File: src/rtl/ssd1306_ctrl.sv
// SSD1306 power-up sequencer and SPI byte scheduler in front of shift_reg.
// Optional panel clear after display-on is enabled by defining SSD1306_CTRL_CLEAR_EN.
module ssd1306_ctrl #(
    parameter int unsigned VDD_DELAY   = 16,
    parameter int unsigned RST_CYCLES  = 8,
    parameter int unsigned RST_RECOVER = 8,
    parameter int unsigned VBAT_DELAY  = 100
) (
    input  logic       clk_in,
    input  logic       reset,
    output logic       oled_nvcd,
    output logic       oled_nvbat,
    output logic       oled_nrst,
    output logic       oled_dnc,
    output logic       spi_start,
    output logic [7:0] spi_data,
    input  logic       spi_ready,
    input  logic       req_valid,
    input  logic       req_dc,
    input  logic [7:0] req_data,
    output logic       req_ready,
    output logic       init_done
);

    localparam int unsigned VDD_W  = $clog2(VDD_DELAY + 1);
    localparam int unsigned RST_W  = $clog2(RST_CYCLES + 1);
    localparam int unsigned REC_W  = $clog2(RST_RECOVER + 1);
    localparam int unsigned VBAT_W = $clog2(VBAT_DELAY + 1);

    localparam logic [VDD_W-1:0]  VDD_LAST  = VDD_W'(VDD_DELAY - 1);
    localparam logic [RST_W-1:0]  RST_LAST  = RST_W'(RST_CYCLES - 1);
    localparam logic [REC_W-1:0]  REC_LAST  = REC_W'(RST_RECOVER - 1);
    localparam logic [VBAT_W-1:0] VBAT_LAST = VBAT_W'(VBAT_DELAY - 1);

    localparam logic [3:0] PWR_OFF   = 4'd0;
    localparam logic [3:0] VDD_WAIT  = 4'd1;
    localparam logic [3:0] RST_LOW   = 4'd2;
    localparam logic [3:0] RST_WAIT  = 4'd3;
    localparam logic [3:0] INIT      = 4'd4;
    localparam logic [3:0] VBAT_WAIT = 4'd5;
    localparam logic [3:0] DISP_ON   = 4'd6;
`ifdef SSD1306_CTRL_CLEAR_EN
    localparam logic [3:0] CLEAR     = 4'd7;
`endif
    localparam logic [3:0] IDLE      = 4'd8;
    localparam logic [3:0] REQ       = 4'd9;

    localparam logic [1:0] PH_SEND = 2'd0;
    localparam logic [1:0] PH_BUSY = 2'd1;
    localparam logic [1:0] PH_DONE = 2'd2;

    logic [3:0]        state;
    logic [1:0]        phase;
    logic [4:0]        rom_idx;
    logic [VDD_W-1:0]  vdd_cnt;
    logic [RST_W-1:0]  rst_cnt;
    logic [REC_W-1:0]  rec_cnt;
    logic [VBAT_W-1:0] vbat_cnt;
`ifdef SSD1306_CTRL_CLEAR_EN
    logic [10:0]       clr_cnt;
`endif
    logic              sending;
    logic              byte_done;

    function automatic logic [7:0] init_rom(input logic [4:0] idx);
        case (idx)
            5'd0:    init_rom = 8'hAE;
            5'd1:    init_rom = 8'hD5;
            5'd2:    init_rom = 8'h80;
            5'd3:    init_rom = 8'hA8;
            5'd4:    init_rom = 8'h3F;
            5'd5:    init_rom = 8'hD3;
            5'd6:    init_rom = 8'h00;
            5'd7:    init_rom = 8'h40;
            5'd8:    init_rom = 8'h8D;
            5'd9:    init_rom = 8'h14;
            5'd10:   init_rom = 8'h20;
            5'd11:   init_rom = 8'h00;
            5'd12:   init_rom = 8'hA1;
            5'd13:   init_rom = 8'hC8;
            5'd14:   init_rom = 8'hDA;
            5'd15:   init_rom = 8'h12;
            5'd16:   init_rom = 8'h81;
            5'd17:   init_rom = 8'hCF;
            5'd18:   init_rom = 8'hD9;
            5'd19:   init_rom = 8'hF1;
            5'd20:   init_rom = 8'hDB;
            5'd21:   init_rom = 8'h40;
            5'd22:   init_rom = 8'hA4;
            5'd23:   init_rom = 8'hA6;
            default: init_rom = 8'h00;
        endcase
    endfunction

    always_comb begin
        sending = (state == INIT) || (state == DISP_ON) || (state == REQ);
`ifdef SSD1306_CTRL_CLEAR_EN
        if (state == CLEAR) sending = 1'b1;
`endif
    end

    // Start is gated by spi_ready combinationally so it can never fire into a busy shifter.
    always_comb begin
        spi_start = sending && (phase == PH_SEND) && spi_ready;
        byte_done = sending && (phase == PH_DONE) && spi_ready;
        req_ready = (state == IDLE) && spi_ready;
        init_done = (state == IDLE) || (state == REQ);
    end

    always_ff @(posedge clk_in) begin
        if (reset) begin
            state      <= PWR_OFF;
            phase      <= PH_SEND;
            rom_idx    <= '0;
            vdd_cnt    <= '0;
            rst_cnt    <= '0;
            rec_cnt    <= '0;
            vbat_cnt   <= '0;
`ifdef SSD1306_CTRL_CLEAR_EN
            clr_cnt    <= '0;
`endif
            oled_nvcd  <= 1'b1;
            oled_nvbat <= 1'b1;
            oled_nrst  <= 1'b1;
            oled_dnc   <= 1'b0;
            spi_data   <= '0;
        end else begin
            if (spi_start) begin
                phase <= PH_BUSY;
            end else if (sending && (phase == PH_BUSY)) begin
                phase <= PH_DONE;
            end

            case (state)
                PWR_OFF: begin
                    oled_nvcd <= 1'b0;
                    state     <= VDD_WAIT;
                end
                VDD_WAIT: begin
                    if (vdd_cnt == VDD_LAST) begin
                        oled_nrst <= 1'b0;
                        state     <= RST_LOW;
                    end else begin
                        vdd_cnt <= vdd_cnt + VDD_W'(1);
                    end
                end
                RST_LOW: begin
                    if (rst_cnt == RST_LAST) begin
                        oled_nrst <= 1'b1;
                        state     <= RST_WAIT;
                    end else begin
                        rst_cnt <= rst_cnt + RST_W'(1);
                    end
                end
                RST_WAIT: begin
                    if (rec_cnt == REC_LAST) begin
                        state    <= INIT;
                        phase    <= PH_SEND;
                        rom_idx  <= '0;
                        spi_data <= init_rom(5'd0);
                        oled_dnc <= 1'b0;
                    end else begin
                        rec_cnt <= rec_cnt + REC_W'(1);
                    end
                end
                INIT: begin
                    if (byte_done) begin
                        if (rom_idx == 5'd23) begin
                            oled_nvbat <= 1'b0;
                            state      <= VBAT_WAIT;
                        end else begin
                            rom_idx  <= rom_idx + 5'd1;
                            spi_data <= init_rom(rom_idx + 5'd1);
                            phase    <= PH_SEND;
                        end
                    end
                end
                VBAT_WAIT: begin
                    if (vbat_cnt == VBAT_LAST) begin
                        state    <= DISP_ON;
                        phase    <= PH_SEND;
                        spi_data <= 8'hAF;
                        oled_dnc <= 1'b0;
                    end else begin
                        vbat_cnt <= vbat_cnt + VBAT_W'(1);
                    end
                end
                DISP_ON: begin
                    if (byte_done) begin
`ifdef SSD1306_CTRL_CLEAR_EN
                        state    <= CLEAR;
                        phase    <= PH_SEND;
                        clr_cnt  <= '0;
                        spi_data <= '0;
                        oled_dnc <= 1'b1;
`else
                        state    <= IDLE;
`endif
                    end
                end
`ifdef SSD1306_CTRL_CLEAR_EN
                CLEAR: begin
                    if (byte_done) begin
                        if (clr_cnt == 11'd1023) begin
                            state <= IDLE;
                        end else begin
                            clr_cnt <= clr_cnt + 11'd1;
                            phase   <= PH_SEND;
                        end
                    end
                end
`endif
                IDLE: begin
                    if (req_valid && req_ready) begin
                        state    <= REQ;
                        phase    <= PH_SEND;
                        spi_data <= req_data;
                        oled_dnc <= req_dc;
                    end
                end
                REQ: begin
                    if (byte_done) state <= IDLE;
                end
                default: state <= PWR_OFF;
            endcase
        end
    end

endmodule

File: config.mk
export PLATFORM = sky130hd
export DESIGN_NAME = ssd1306_ctrl
export DESIGN_NICKNAME = d
export VERILOG_FILES = /design/src/rtl/ssd1306_ctrl.sv
export SDC_FILE = /design/constraint.sdc
export NUM_CORES = 1
export LEC_CHECK = 0
export ABC_CLOCK_PERIOD_IN_PS = 3600
export CORE_ASPECT_RATIO = 1.1
export CORE_MARGIN = 2
export CORE_UTILIZATION = 61
export CTS_CLUSTER_SIZE = 24
export DETAILED_ROUTE_END_ITERATION = 7
export MAX_ROUTING_LAYER = met4
export PLACE_DENSITY = 0.82
export SLEW_MARGIN = 30
export SYNTH_ARGS = -nofsm -noshare
export SYNTH_HDL_FRONTEND = slang
export SYNTH_SLANG_ARGS = --single-unit
File: constraint.sdc
create_clock -name clk_in -period 3.6 [get_ports clk_in]
set_input_delay 0.36 -clock clk_in [delete_from_list [all_inputs] [get_ports clk_in]]
set_output_delay 0.36 -clock clk_in [all_outputs]
set_load 0.01 [all_outputs]
==> impl_metrics.json, run 1 <==
{
  "synth_edf_count": 0,
  "endpoint_kind": "register",
  "status": "complete, no violations",
  "rsz0062_at_grt": "false",
  "clock_latency_ns": 0.30,
  "r2r_cells": 8,
  "vias_per_cell": 6.088,
  "min-delay-start": "oled_dnc",
  "final_area_um2": 3134,
  "cts_buffers": 5,
  "slew_headroom_pct": 39.63,
  "antenna_found_initial": 0,
  "ys_async_sr_fraction_pct": 0,
  "area_growth_pct": 14.28,
  "cts_resized": 0,
  "drive_above_1_share_pct": 7.563,
  "drtAntennaViolNets": 0,
  "start_util_pct": 63.54,
  "first_pass_iters": 4,
  "yosysWarnings": 0,
  "finalCritPeriodShare_pct": 83.96,
  "placementRows": 25,
  "cp-start-kind": "register",
  "clock_skew_ns": 0.009615,
  "synth_top_flop_cell": "dfxtp_1",
  "final.setup.tns_ns": 0,
  "htree_levels": 2,
  "hpwl_um": 4711,
  "drt_iter0_drc": 228,
  "cpMaxStageDelayCell": "ha_1",
  "die_area_um2": 5049,
  "cts_setup_buffers": 0,
  "cp.arrival_ns": 3.24,
  "critPathKind": "reg2reg",
  "yosys.area.top_type_share_pct": 31.39,
  "io_buffers": 27,
  "required_ns": 3.82,
  "clock_path_buffers": 2,
  "numClockSinks": 43,
  "synth_most_common_cell": "dfxtp_1",
  "hold_end": "oled_dnc",
  "path_max_fanout": 20,
  "r2r_slack_ns": 0.58,
  "drv_cap": 0,
  "worstReg2RegStart": "rom_idx[0]",
  "hold_viol_final": 0,
  "synth_cell_types": 60,
  "cts_tree": "yes",
  "timing.rr.end": "spi_data[2]",
  "gp_congestion": 0.9463,
  "slew_violations": 0,
  "pin_count": 28,
  "cts_root_buf": "clkbuf_8",
  "syn_avg_cell_area_um2": 8.138,
  "gr-total-overflow": 0,
  "synth_seq_cells": 43,
  "drc": 0,
  "synth_seq_area_share_pct": 31.39,
  "core_um2": 4317,
  "yosys.area.top_type": "dfxtp_1",
  "syn_nets": 361,
  "clkTransAtPathRegs_ns": 0.09,
  "ctsHoldBuffers": 0,
  "fin_crit_ns": 3.023,
  "wl_per_cell_um": 15.76,
  "p_leak_nw": 1.156,
  "grt_max_degree": 31,
  "fin_nets": 380,
  "synth_common_cells": "dfxtp_1, nor2_1, nand2_1",
  "finalSetupViolations": 0,
  "grt_util_all_layers_pct": 28.89,
  "synthesis.area_um2": 2743,
  "holdPathStages": 2,
  "placed_area_um2": 3017,
  "max_freq_mhz": 330.8,
  "die_w_um": 67.93,
  "routed_wl_um": 6478,
  "grt_pass1_vias": 2347,
  "path_cells": "ha_1 -> inv_1 -> ha_1 -> nor2_1 -> a22o_1 -> a2111oi_0 -> nor2_1 -> a211oi_1",
  "syn_inst": 337,
  "num_vias": 2502,
  "vdd_drop_max_mv": 0.3962,
  "grt_pass1_wl_um": 10760,
  "worst_slew_pin_slew_ns": 0.8981,
  "pwr_density_cell_nw_per_um2": 447.2,
  "slowest_delay_ns": 0.71,
  "synth.area.top_cells": "dfxtp_1, nor2_1, ha_1",
  "min_path_type": "reg2reg",
  "fp.dieH_um": 74.33,
  "num_antenna_cells": 0
}
cells by family (layout without fill, tap and decap cells):
kind of cell             after synthesis  count (layout)  synth area share, %
AND/OR/NAND/NOR                      139             139                28.42
AO/OA/AOI/OAI                         93              93                23.50
buffers and inverters                 30              50                4.790
multiplexers                           4               4                1.460
XOR/XNOR                              17              17                5.429
adder cells (fa/ha/maj)               11              11                5.018
flip-flops                            43              43                31.39
flip-flops by register name, summed over array words and instances, names as in the netlist, 2 cells and up:
signal / flops
phase: 2
rec_cnt: 4
rom_idx: 5
rst_cnt: 4
spi_data: 8
state: 4
vbat_cnt: 7
vdd_cnt: 5
how the worst max path moves through the flow:
stage                     startpoint          end  slack (ns)  depth (start not counted)
after floorplan           rom_idx[1]  spi_data[2]        1.30                          9
after global placement    rom_idx[1]  spi_data[2]        0.72                          8
after detailed placement  rom_idx[1]  spi_data[2]        0.65                          8
after CTS                 rom_idx[1]  spi_data[2]        0.64                          8
after global routing      rom_idx[1]  spi_data[2]        0.31                          8
final                     rom_idx[0]  spi_data[2]        0.58                          8
power by group:
group / switching (mW) / leakage [nW] / internal, mW
Combinational: 0.217 / 0.747 / 0.189
Clock: 0.163 / 0.0612 / 0.224
Sequential: 0.0759 / 0.348 / 0.533
Total: 0.456 / 1.16 / 0.946
cell type report:
class / instances / area [um2]
flip-flops and latches: 43 / 860.8
clock buffers: 6 / 82.58
repair buffers: 30 / 292.8
inverters: 12 / 45.04
multi-input cells: 264 / 1750
fillers: 336 / 1182
well taps: 54 / 67.56
clock inverters: 2 / 35.03
stage by stage:
stage                     hold slack, ns  worst slack [ns]  util (%)  cells  power [mW]
after floorplan                   0.4536             1.298         -    337      0.9011
after global placement            0.4534            0.7191     69.88    403       1.010
after detailed placement          0.4505            0.6483     69.88    403       1.023
after CTS                         0.4737            0.6375     72.61    411       1.413
after global routing              0.5005            0.3122     72.61    411       1.488
final                             0.4725            0.5774     72.61    411       1.402
critical path: cells and delay by family (launching register included):
kind / cells / cell delay [ns]
and+or+nand+nor: 2 / 0.23
buffers and inverters: 1 / 0.19
adders and majority gates: 2 / 1.19
DFF: 1 / 0.44
AOI/OAI and AO/OA: 3 / 0.90
layer usage:
layer  share of wire (%)  wire (um)  track usage, %  vias up
met5                   0          0               -        -
met3                 5.1        330           5.749       12
li1                    -          -               -     1269
met1                  46       2951           36.32     1154
met2                  47       3077           46.28       67
met4                 1.8        118           9.556        0
cell usage in the layout (no fill, tap or decap), drive strengths merged, types with 3 or more instances in the layout:
cell type / count
o211ai: 3
nor2: 42
nand3b: 7
mux2i: 4
or3: 3
xnor2: 9
o21ai: 22
inv: 12
buf: 3
a211oi: 5
nor4: 3
dfxtp: 43
nand4: 6
o31ai: 8
a21oi: 26
nor2b: 3
nor3: 8
clkbuf: 6
ha: 11
a22o: 4
clkdlybuf4s50: 27
o311ai: 3
nand2: 35
xor2: 8
nand3: 7
and2: 7
a2111oi: 3
Power figures use the tool's default switching activity.
==> inputs of run 2 (changes only) <==
--- a/config.mk
+++ b/config.mk
@@ -5,14 +5,14 @@
 export SDC_FILE = /design/constraint.sdc
 export NUM_CORES = 1
 export LEC_CHECK = 0
-export ABC_CLOCK_PERIOD_IN_PS = 3600
+export ABC_CLOCK_PERIOD_IN_PS = 2660
 export CORE_ASPECT_RATIO = 1.1
 export CORE_MARGIN = 2
-export CORE_UTILIZATION = 61
+export CORE_UTILIZATION = 51
 export CTS_CLUSTER_SIZE = 24
 export DETAILED_ROUTE_END_ITERATION = 7
 export MAX_ROUTING_LAYER = met4
-export PLACE_DENSITY = 0.82
+export PLACE_DENSITY = 0.73
 export SLEW_MARGIN = 30
 export SYNTH_ARGS = -nofsm -noshare
 export SYNTH_HDL_FRONTEND = slang
==> constraint.sdc (replaced) <==
create_clock -name clk_in -period 2.66 [get_ports clk_in]
set_input_delay 0.266 -clock clk_in [delete_from_list [all_inputs] [get_ports clk_in]]
set_output_delay 0.266 -clock clk_in [all_outputs]
set_load 0.01 [all_outputs]
==> run 2 against run 1 <==
Against the previous run: design area increased by 3.0%; hold slack better by 0.00076 ns; register-to-register slack lost 0.31 ns.
==> impl_metrics.json, run 2 (synthesis gave the netlist of run 1 again) <==
{
  "drive_above_1_share_pct": 11.41,
  "final_common_cell": "nor2_1",
  "first_pass_iters": 5,
  "finalCritPeriodShare_pct": 93.88,
  "clock_path_buffers": 2,
  "pwr_density_cell_nw_per_um2": 563.2,
  "ctsHoldBuffers": 0,
  "slew_headroom_pct": 56.89,
  "gp_congestion": 0.8941,
  "totalPowerFinal_mw": 1.819,
  "drv_cap": 0,
  "cts_tree": "yes",
  "clkTransAtPathRegs_ns": 0.09,
  "num_antenna_cells": 0,
  "min-delay-start": "oled_nvcd",
  "holdPathStages": 1,
  "path_max_fanout": 16,
  "rsz0062_at_grt": "false",
  "clock_skew_ns": 0.009694,
  "drc": 0,
  "clock_latency_ns": 0.30,
  "io_buffers": 27,
  "fp.dieH_um": 80.91,
  "register_area_um2": 864.6,
  "largest_registers": "spi_data (8), vbat_cnt (7)",
  "finalHoldWorstSlack_ns": 0.4733,
  "cts_resized": 0,
  "fin_nets": 391,
  "min_path_type": "reg2reg",
  "cts_setup_buffers": 0,
  "fin_crit_ns": 2.497,
  "regMostFlops": "spi_data",
  "pin_count": 28,
  "endpoint_kind": "output port",
  "cp.arrival_ns": 2.23,
  "grt_pass1_vias": 2366,
  "hold_viol_final": 0,
  "largest_register_ffs": 8,
  "multi_input_area_um2": 1765,
  "critPathKind": "reg2out",
  "area_growth_pct": 17.75,
  "worst_slew_pin_slew_ns": 0.6438,
  "final.setup.tns_ns": 0,
  "htree_levels": 2,
  "hpwl_um": 4842,
  "die_w_um": 73.92,
  "r2r_cells": 8,
  "cts_buffers": 5,
  "vias_per_cell": 5.758,
  "grt_pass1_wl_um": 10740,
  "slew_violations": 0,
  "num_vias": 2551,
  "cp-start-kind": "register",
  "hold_end": "oled_nvcd",
  "mostFrequentLayoutCells": "nor2_1, dfxtp_1, nand2_1",
  "vdd_drop_max_mv": 0.3619,
  "grt_util_all_layers_pct": 23.53,
  "core_um2": 5290,
  "worstReg2RegStart": "rom_idx[1]",
  "timing.rr.end": "state[1]",
  "placementRows": 28,
  "required_ns": 2.39,
  "numClockSinks": 43,
  "gr-total-overflow": 0,
  "routed_wl_um": 6662,
  "cts_root_buf": "clkbuf_8",
  "antenna_found_initial": 0,
  "wl_per_cell_um": 15.04,
  "max_freq_mhz": 400.4,
  "start_util_pct": 51.84,
  "status": "complete, no violations",
  "r2r_slack_ns": 0.27,
  "die_area_um2": 5981,
  "drtAntennaViolNets": 0,
  "fin_util_pct": 61.05,
  "finalSetupViolations": 0,
  "drt_iter0_drc": 242,
  "n_fill_cell": 475,
  "grt_max_degree": 26,
  "p_leak_nw": 1.200
}
==> run 2: how the worst max path moves through the flow <==
stage	from	cells past startpoint	end	slack, ns
2_1_floorplan	rom_idx[1]	9	spi_data[2]	0.36
6_report	state[3]	6	spi_start	0.16
3_5_place_dp	rom_idx[0]	8	spi_data[6]	0.26
5_1_grt	state[1]	6	spi_start	0.04
4_1_cts	state[3]	6	spi_start	0.008
3_3_place_gp	rom_idx[1]	8	spi_data[6]	0.28
==> run 2: metal layers <==
metal  wire length, um  part of all wire [%]  GRT usage (%)
met1              3013                    45          28.37
met2              3212                    48          39.73
met3               302                   4.5          3.350
met4               133                   2.0          8.545
met5                 0                     0              -
==> run 2: final cells by class <==
class / count / share of cell area, %
Clock buffer: 6 / 2.247
Clock inverter: 2 / 0.3874
Inverter: 12 / 1.395
Multi-Input combinational cell: 264 / 54.67
Sequential cell: 43 / 26.77
Tap cell: 75 / 2.906
Timing Repair Buffer: 41 / 11.62
==> run 2: worst max-delay path, stage by stage (launching register included) <==
cell	delay, ns
dfxtp_2	0.51
nor4bb_1	0.39
a21oi_1	0.10
nor2_1	0.15
nand2_1	0.07
nor2_1	0.15
clkdlybuf4s50_1	0.56
==> run 2: power breakdown <==
group	switching [mW]	internal, mW
clock	0.235	0.184
combinational	0.301	0.279
sequential	0.0962	0.724
total	0.632	1.19
==> run 2: metrics by stage <==
step                      instance area (um2)  setup slack (ns)  cells
after CTS                                3211          0.007841    443
after global routing                     3229           0.04293    443
after global placement                   3126            0.2799    435
final                                    3229            0.1627    443
after detailed placement                 3126            0.2644    435
after floorplan                          2743            0.3580    337
==> inputs of run 3 (changes only) <==
--- a/config.mk
+++ b/config.mk
@@ -5,7 +5,6 @@
 export SDC_FILE = /design/constraint.sdc
 export NUM_CORES = 1
 export LEC_CHECK = 0
-export ABC_CLOCK_PERIOD_IN_PS = 2660
 export CORE_ASPECT_RATIO = 1.1
 export CORE_MARGIN = 2
 export CORE_UTILIZATION = 51
==> results of run 3 <==
The final DEF is identical to that of run 2; final timing and power are the same.
